==> src/rtl/ysyx_22050612_pkg.sv <==
// Shared encodings for the NPC memory arbiter: FSM states and transaction owner.
package ysyx_22050612_pkg;

   typedef logic [1:0] state_t;

   localparam state_t ST_IDLE = 2'd0;
   localparam state_t ST_REQ  = 2'd1;
   localparam state_t ST_WAIT = 2'd2;
   localparam state_t ST_RESP = 2'd3;

   localparam logic OWN_IFU = 1'b0;
   localparam logic OWN_LSU = 1'b1;

endpackage

==> src/rtl/ysyx_22050612_rr2.sv <==
// Two-way round-robin grant: on contention the requester that did not win last time is served.
module ysyx_22050612_rr2
   import ysyx_22050612_pkg::*;
(
   input  logic [1:0] req,
   input  logic       last_grant,
   output logic [1:0] gnt
);

   always_comb begin
      gnt = 2'b00;
      case (req)
         2'b01:   gnt = 2'b01;
         2'b10:   gnt = 2'b10;
         2'b11:   gnt = (last_grant == OWN_LSU) ? 2'b01 : 2'b10;
         default: gnt = 2'b00;
      endcase
   end

endmodule

==> src/rtl/ysyx_22050612_mem_arbiter.sv <==
// Shares one downstream memory port between IFU and LSU, one transaction in flight at a time.
//
//   state   | meaning
//   --------+---------------------------------------------
//   IDLE    | no transaction; grant and accept requesters
//   REQ     | mem_req_valid high, waiting for mem_req_ready
//   WAIT    | request accepted downstream, awaiting response
//   RESP    | one-cycle response pulse to the owner
module ysyx_22050612_mem_arbiter
   import ysyx_22050612_pkg::*;
#(
   parameter int ADDR_W = 64,
   parameter int DATA_W = 64
) (
   input  logic                clk,
   input  logic                rst,

   input  logic                ifu_req_valid,
   output logic                ifu_req_ready,
   input  logic [ADDR_W-1:0]   ifu_addr,
   output logic                ifu_rsp_valid,
   output logic [DATA_W-1:0]   ifu_rdata,

   input  logic                lsu_req_valid,
   output logic                lsu_req_ready,
   input  logic                lsu_wen,
   input  logic [ADDR_W-1:0]   lsu_addr,
   input  logic [DATA_W-1:0]   lsu_wdata,
   input  logic [DATA_W/8-1:0] lsu_wmask,
   output logic                lsu_rsp_valid,
   output logic [DATA_W-1:0]   lsu_rdata,

   output logic                mem_req_valid,
   input  logic                mem_req_ready,
   output logic                mem_wen,
   output logic [ADDR_W-1:0]   mem_addr,
   output logic [DATA_W-1:0]   mem_wdata,
   output logic [DATA_W/8-1:0] mem_wmask,
   input  logic                mem_rsp_valid,
   input  logic [DATA_W-1:0]   mem_rdata,

   output logic                busy,
   output logic                proto_err
);

   state_t     state;
   logic       last_grant;
   logic       owner;
   logic [1:0] gnt;
   logic       ifu_fire;
   logic       lsu_fire;

   ysyx_22050612_rr2 u_rr2 (
      .req        ({lsu_req_valid, ifu_req_valid}),
      .last_grant (last_grant),
      .gnt        (gnt)
   );

   assign ifu_req_ready = (state == ST_IDLE) & gnt[0];
   assign lsu_req_ready = (state == ST_IDLE) & gnt[1];
   assign ifu_fire      = ifu_req_valid & ifu_req_ready;
   assign lsu_fire      = lsu_req_valid & lsu_req_ready;

   // All requester-facing and memory-facing outputs come from registers only.
   assign mem_req_valid = (state == ST_REQ);
   assign busy          = (state != ST_IDLE);
   assign ifu_rsp_valid = (state == ST_RESP) & (owner == OWN_IFU);
   assign lsu_rsp_valid = (state == ST_RESP) & (owner == OWN_LSU);

   always_ff @(posedge clk) begin
      if (rst) begin
         state      <= ST_IDLE;
         last_grant <= OWN_LSU;
         owner      <= OWN_IFU;
         mem_wen    <= 1'b0;
         mem_addr   <= '0;
         mem_wdata  <= '0;
         mem_wmask  <= '0;
         ifu_rdata  <= '0;
         lsu_rdata  <= '0;
         proto_err  <= 1'b0;
      end else begin
         if (mem_rsp_valid && (state != ST_WAIT)) begin
            proto_err <= 1'b1;
         end
         case (state)
            ST_IDLE: begin
               if (ifu_fire) begin
                  owner      <= OWN_IFU;
                  last_grant <= OWN_IFU;
                  mem_wen    <= 1'b0;
                  mem_addr   <= ifu_addr;
                  mem_wdata  <= '0;
                  mem_wmask  <= '0;
                  state      <= ST_REQ;
               end else if (lsu_fire) begin
                  owner      <= OWN_LSU;
                  last_grant <= OWN_LSU;
                  mem_wen    <= lsu_wen;
                  mem_addr   <= lsu_addr;
                  mem_wdata  <= lsu_wdata;
                  mem_wmask  <= lsu_wmask;
                  state      <= ST_REQ;
               end
            end
            ST_REQ: begin
               if (mem_req_ready) begin
                  state <= ST_WAIT;
               end
            end
            ST_WAIT: begin
               // Stores return an ack only; whatever is on mem_rdata is discarded.
               if (mem_rsp_valid) begin
                  if (owner == OWN_IFU) begin
                     ifu_rdata <= mem_wen ? '0 : mem_rdata;
                  end else begin
                     lsu_rdata <= mem_wen ? '0 : mem_rdata;
                  end
                  state <= ST_RESP;
               end
            end
            ST_RESP: begin
               state <= ST_IDLE;
            end
            default: begin
               state <= ST_IDLE;
            end
         endcase
      end
   end

endmodule

==> config.mk <==
export PLATFORM = sky130hd
export DESIGN_NAME = ysyx_22050612_mem_arbiter
export DESIGN_NICKNAME = d
export VERILOG_FILES = /design/src/rtl/ysyx_22050612_pkg.sv /design/src/rtl/ysyx_22050612_rr2.sv /design/src/rtl/ysyx_22050612_mem_arbiter.sv
export SDC_FILE = /design/constraint.sdc
export NUM_CORES = 1
export LEC_CHECK = 0
export CAP_MARGIN = 10
export CORE_AREA = 2 2 209 211
export CTS_BUF_LIST = sky130_fd_sc_hd__clkbuf_8
export CTS_CLUSTER_SIZE = 14
export DETAILED_ROUTE_END_ITERATION = 8
export DIE_AREA = 0 0 211 213
export PLACE_DENSITY = 0.54
export SLEW_MARGIN = 10
export SYNTH_ARGS = -nofsm -noshare
export SYNTH_HDL_FRONTEND = slang
export SYNTH_SLANG_ARGS = --single-unit
==> constraint.sdc <==
create_clock -name clk -period 1.55 [get_ports clk]
set_input_delay 0.2325 -clock clk [delete_from_list [all_inputs] [get_ports clk]]
set_output_delay 0.2325 -clock clk [all_outputs]
set_load 0.05 [all_outputs]
---- Word-level counts from Yosys, hierarchy flattened ----
Cells that the tools add are included.
storage, ports and cells
  flip-flop bits (word level) ............. 270
  input bits .............................. 271
  output and inout port bits .............. 272
  logic and storage cells ................. 53
operators by class
  eq/ne operators ......................... 10
  mux-type cells .......................... 18
  bitwise operators ....................... 7
  reduce and logical (&&, ||, !) cells .... 8
operator list
  operator                                                          number
  64-bit 2-to-1 mux                                                 5
  8-bit 2-to-1 mux                                                  2
  2-bit 2-to-1 mux                                                  5
  3-bit AND reduction                                               3
  2-bit == test (second input constant)                             4
  2-bit one-hot mux with 4 select lines                             1
  1-bit AND                                                         6
  2-bit one-hot mux with 3 select lines                             1
  2-bit by 1-bit == test with 1-bit output (second input constant)  2
  1-bit 2-to-1 mux                                                  4
  2-bit != test (second input constant)                             2
  2-bit nonzero test                                                2
  3-bit != test (second input constant)                             1
  2-bit zero test                                                   1
  2-bit by 1-bit != test with 1-bit output (second input constant)  1
  2-bit AND reduction                                               1
  1-bit logical AND                                                 1
  1-bit inverter                                                    1

---- Depth between registers and ports, before layout ----
  depth in word-level cells ............... 7
  mapped depth ............................ 7
  depth with buffers taken out ............ 5

---- Cells and area by module ----
A second synthesis with hierarchy kept.
unflattened totals
  cell total of the unflattened synthesis .. 1365
  area, all modules ....................... 10744.1 µm²
modules (own cells, without submodules)
  module                     times used  cells an instance  area each (µm²)  sequential area each (µm²)
  ysyx_22050612_mem_arbiter  1           1362               10725.3          5405.2
  ysyx_22050612_rr2          1           3                  18.8             0.0

---- Least setup slack after synthesis ----
OpenSTA, ideal clock, no wires.
  path type ............................... flip-flop to output port
  start ................................... register state[0]
  end ..................................... output port lsu_req_ready
  arrival ................................. 1.535 ns
  required time ........................... 1.317 ns
  path slack .............................. -0.218 ns
  stages on the path, launching flop included .. 5
  path buffers ............................ 0
  path through ............................ dfxtp_1 -> inv_1 -> ha_1 -> nand2_1 -> a21oi_1
between the ends
  cells in the longest elaborated chain, start to end .. 2
ends and longest elaborated chain
  item                    line                              source
  start, declared         ysyx_22050612_mem_arbiter.sv:46   state_t state;
  start signal, assigned  ysyx_22050612_mem_arbiter.sv:72   state <= ST_IDLE;
  start signal, assigned  ysyx_22050612_mem_arbiter.sv:95   state <= ST_REQ;
  start signal, assigned  ysyx_22050612_mem_arbiter.sv:103  state <= ST_REQ;
  2-bit zero test         ysyx_22050612_mem_arbiter.sv:60   assign lsu_req_ready = (state == ST_IDLE) & gnt[1];
  1-bit AND               ysyx_22050612_mem_arbiter.sv:60
  end, declared           ysyx_22050612_mem_arbiter.sv:25   output logic lsu_req_ready,
No other way between the ends.

---- Final worst setup path ----
  start ................................... register state[0]
  end ..................................... output port ifu_req_ready
between the ends
  cells in the longest elaborated chain, start to end .. 2
ends and longest elaborated chain
  item             line                             source
  2-bit zero test  ysyx_22050612_mem_arbiter.sv:59  assign ifu_req_ready = (state == ST_IDLE) & gnt[0];
  1-bit AND        ysyx_22050612_mem_arbiter.sv:59
  end, declared    ysyx_22050612_mem_arbiter.sv:19  output logic ifu_req_ready,
No other way between the ends.

==> impl_summary.md <==
Clocking
Buffers inserted during clock tree synthesis total 48. The clock sink count is 270. In this run, post-CTS hold repair placed 0 buffers. The later pin in the worst-skew pair is clocked with a latency of 620 ps.

TritonCTS built the clock tree. Clock-pin slew was measured on the worst setup and hold paths at 60 ps. The maximum count of clock buffers along a single path is 3. The number of H-tree branching levels is 2. In this run the clock root is driven by a sky130_fd_sc_hd__clkbuf_8.

Route
Dividing the detail-routed via count by the number of cells gives 4.514. The wire length after detailed routing is 42480 um. The total iterations of the first detailed-routing run is 4. The count of nets left with antenna violations once routing finished came out at 0.

The DRC violation count after routing is 0. The number of violations reported at the end of detailed-routing iteration 0 is 465. The average wire per cell in the routed design is 19.07 um. For this block, the via count after detailed routing is 10053.

Synth
sky130_fd_sc_hd__dfxtp_1 takes more of the synthesized area than any other cell. Synthesis inferred 270 register bits. The number of instances in the synthesized netlist is 1050.

The sequential cell area fraction in the yosys report is 54.13%. Each instance of the synthesized netlist takes up on average 9.510 um2. The count of flip-flops with a built-in enable after synthesis is 0. In the post-synthesis netlist, the biggest area contributors are sky130_fd_sc_hd__dfxtp_1 54%, sky130_fd_sc_hd__nand2_1 9.7%, sky130_fd_sc_hd__a21oi_1 6.6%.

Of the post-synthesis cell area, the dominant cell type holds 54.13%. After synthesis, the most frequently instantiated cells are 270 x sky130_fd_sc_hd__dfxtp_1, 258 x sky130_fd_sc_hd__nand2_1, 132 x sky130_fd_sc_hd__a21oi_1. The leading register cell type out of synthesis is sky130_fd_sc_hd__dfxtp_1. The fraction of synthesis flops using an asynchronous set or reset pin is 0%.

In this run the cell area of the synthesized design comes to 0.009986 mm2. The number of different library cells used by synthesis comes to 33. During synthesis, Yosys emitted a total of 0 warnings. Counting every net in the synthesized netlist gives 1326. Among all cell types in the netlist, the one instantiated most often is sky130_fd_sc_hd__dfxtp_1.

Floorplanning
The starting density of the core is 23.39%. The die area is 0.04494 mm2. The core region is 0.04270 mm2. The total I/O pin count is 543.

The count of standard-cell rows is 76. The y dimension of the die is 213 um. Measured along the x axis, the die boundary spans 211 um.

Global route
The number of global-route vias before repair was 9804. After global routing the overflow that remains totals 0. Global routing used 17.44% of the available tracks across all layers. The first global-routing pass estimated 59630 um of wire.

The number of antenna violations at the first check in global routing is 8. Entering global routing, the biggest net connects 132 pins.

Outcome
The final reports fail on negative setup slack. The flow ran to the end, but the final reports show violations.

Worst setup path
Of all nets on the critical path, the largest fanout is 2. The worst endpoint required time is 1320 ps. The data arrival time of the critical path is 1730 ps. The delay of the slowest cell on the worst path is 320 ps.

Among all stages on the critical path, the largest delay is contributed by sky130_fd_sc_hd__dfxtp_2. The critical path class is reg2out. The category of the worst setup path launch point is a register.

The critical path goes through inv_2, ha_4, buf_6, nand2_4, buf_6, a21oi_4, buf_12. The family with the most delay on the worst path is buffers and inverters. The number of buffers and inverters on the critical path is 4. The kind of end point of the critical path is an output port. The dominant cell type by count on the critical path is sky130_fd_sc_hd__buf_6.

STA
The final-report setup violation count is 149. The final worst setup slack is -410.7 ps. The shortest period the worst path allows is 1961 ps. The actual slew at the worst max-slew pin is 724.8 ps. The final hold violation count was 0. In this run the tightest slew margin relative to its limit is 51.68%. Setup repair after global routing could not meet its margin everywhere. The final critical path takes up 126.5% of the cycle. The clock tree skew after final layout is 38.00 ps. The number of max-slew violations in the final report is 0. The peak clock frequency supported by timing is 510.0 MHz.

Place
Once detailed placement completed, the half-perimeter wirelength came to 30400 um. The number of port buffers is 542. Once placement finished, the instance area stood at 0.01597 mm2. The number of placed cells counting well taps is 2120. Routability-driven placement finished with a final weighted congestion of 0.7982.

Power and ir drop
In this run the static leakage power is 7.100 nW. The maximum VDD drop is 0.9799 mV. In this run the power density over the cells is 1529 mW/mm2.

Power comes to 26.77 mW.

Cells and area
Once layout is done, the placed cells without fillers occupy 0.01751 mm2. The area growth from synthesis to layout is 75.34%. Of the cells placed in the final design, the portion with a size suffix greater than 1 is 28.61%. The net count of the finished layout is 1924.

The count of placed standard cells in the final layout, fillers left out is 2227.

Flow run
The tool flagged a number of max-cap violations equal to 0.

Worst hold path
The class of the most critical hold timing path is in2reg.
[worst reg2reg max path, cell delays in order (launching register included)]
cell and delay, ps:
sky130_fd_sc_hd__dfxtp_2 330, sky130_fd_sc_hd__inv_2 50, sky130_fd_sc_hd__ha_4 180, sky130_fd_sc_hd__buf_6 130
sky130_fd_sc_hd__nand2_4 50, sky130_fd_sc_hd__buf_4 100, sky130_fd_sc_hd__buf_6 90, sky130_fd_sc_hd__a211oi_4 40
sky130_fd_sc_hd__buf_6 150, sky130_fd_sc_hd__clkbuf_16 170, sky130_fd_sc_hd__clkbuf_16 160, sky130_fd_sc_hd__a221o_1 330
[worst paths after layout]
check / start / endpoint / slack (ps) / depth (start not counted)
worst max-delay path: state[0] / ifu_req_ready / -410 / 7
worst min-delay path: lsu_wdata[14] / mem_wdata[14] / 200 / 2
worst max register to register: state[0] / mem_addr[62] / -330 / 11
worst min register to register: lsu_rdata[55] / lsu_rdata[55] / 450 / 2
[cells by family (layout without fill, tap and decap cells)]
| family | after synthesis | after routing | share of synthesized area [%] |
|---|---|---|---|
| AO/OA/AOI/OAI | 276 | 276 | 20.12 |
| adder cells (fa/ha/maj) | 5 | 5 | 0.6265 |
| buffers and inverters | 96 | 724 | 5.526 |
| flip-flops | 270 | 270 | 54.13 |
| other | 0 | 3 | 0 |
| AND/OR/NAND/NOR | 403 | 403 | 19.60 |
[timing repair]
item / in CTS / in global routing
endpoints found under the setup margin: 244 / 212
gates resized for setup: 29 / 54
pin swaps: 4 / 63
cloned: 2 / 6
buffers inserted: 13 / 6
[layer usage]
layer,share of wire [%],GRT usage (%),vias up
li1,-,-,4877
met1,39,19.63,4693
met2,49,29.93,400
met3,8.7,6.736,71
met4,2.8,6.338,12
met5,0.21,0,-
[metrics by stage]
stage / setup TNS (ps) / hold slack, ps / utilization [%] / worst slack, ps
2_1_floorplan: -0.4257 / 358.0 / - / -0.4257
3_3_place_gp: -69780 / 443.4 / 37.41 / -621.7
3_5_place_dp: -83390 / 446.7 / 37.41 / -722.4
4_1_cts: -43550 / 136.9 / 40.04 / -465.2
5_1_grt: -41050 / 152.9 / 41.00 / -498.8
6_report: -31640 / 203.6 / 41.01 / -410.7
[layout by cell type (no fill, tap or decap), types with 3 or more instances in the layout]
cell	instances
sky130_fd_sc_hd__nand2_1	254
sky130_fd_sc_hd__nor2_1	4
sky130_fd_sc_hd__a22o_1	73
sky130_fd_sc_hd__a221o_1	64
sky130_fd_sc_hd__buf_4	292
sky130_fd_sc_hd__nor3b_1	64
sky130_fd_sc_hd__inv_1	24
sky130_fd_sc_hd__clkbuf_8	52
sky130_fd_sc_hd__clkbuf_16	6
sky130_fd_sc_hd__dfxtp_1	263
sky130_fd_sc_hd__a21oi_1	110
sky130_fd_sc_hd__buf_12	41
sky130_fd_sc_hd__buf_8	3
sky130_fd_sc_hd__buf_6	26
sky130_fd_sc_hd__ha_4	4
sky130_fd_sc_hd__diode_2	3
sky130_fd_sc_hd__dfxtp_2	6
sky130_fd_sc_hd__nand2_2	4
sky130_fd_sc_hd__a21oi_2	20
sky130_fd_sc_hd__nor2b_1	64
sky130_fd_sc_hd__clkdlybuf4s50_1	269
[registers in the layout (all words and copies together) (netlist names), 2 cells and up]
signal,count
state,2
ifu_rdata,64
lsu_rdata,64
mem_wmask,8
mem_addr,64
mem_wdata,64
[power by group]
group	internal (mW)	total (mW)	switching [mW]
registers	8.00	8.65	0.657
logic	4.75	11.7	6.93
clock network	3.42	6.43	3.02
total	16.2	26.8	10.6
[area by class of cell]
| type | instances | area (um2) |
|---|---|---|
| multi-input cells | 684 | 4228 |
| repair buffers | 639 | 6254 |
| clock buffers | 52 | 715.7 |
| flip-flops and latches | 270 | 5416 |
| inverters | 5 | 21.27 |
| well taps | 546 | 683.2 |
| diodes | 3 | 7.507 |
| clock inverters | 28 | 183.9 |
| fillers | 4303 | 25190 |
Note: power is estimated with default switching activity, not from simulation.
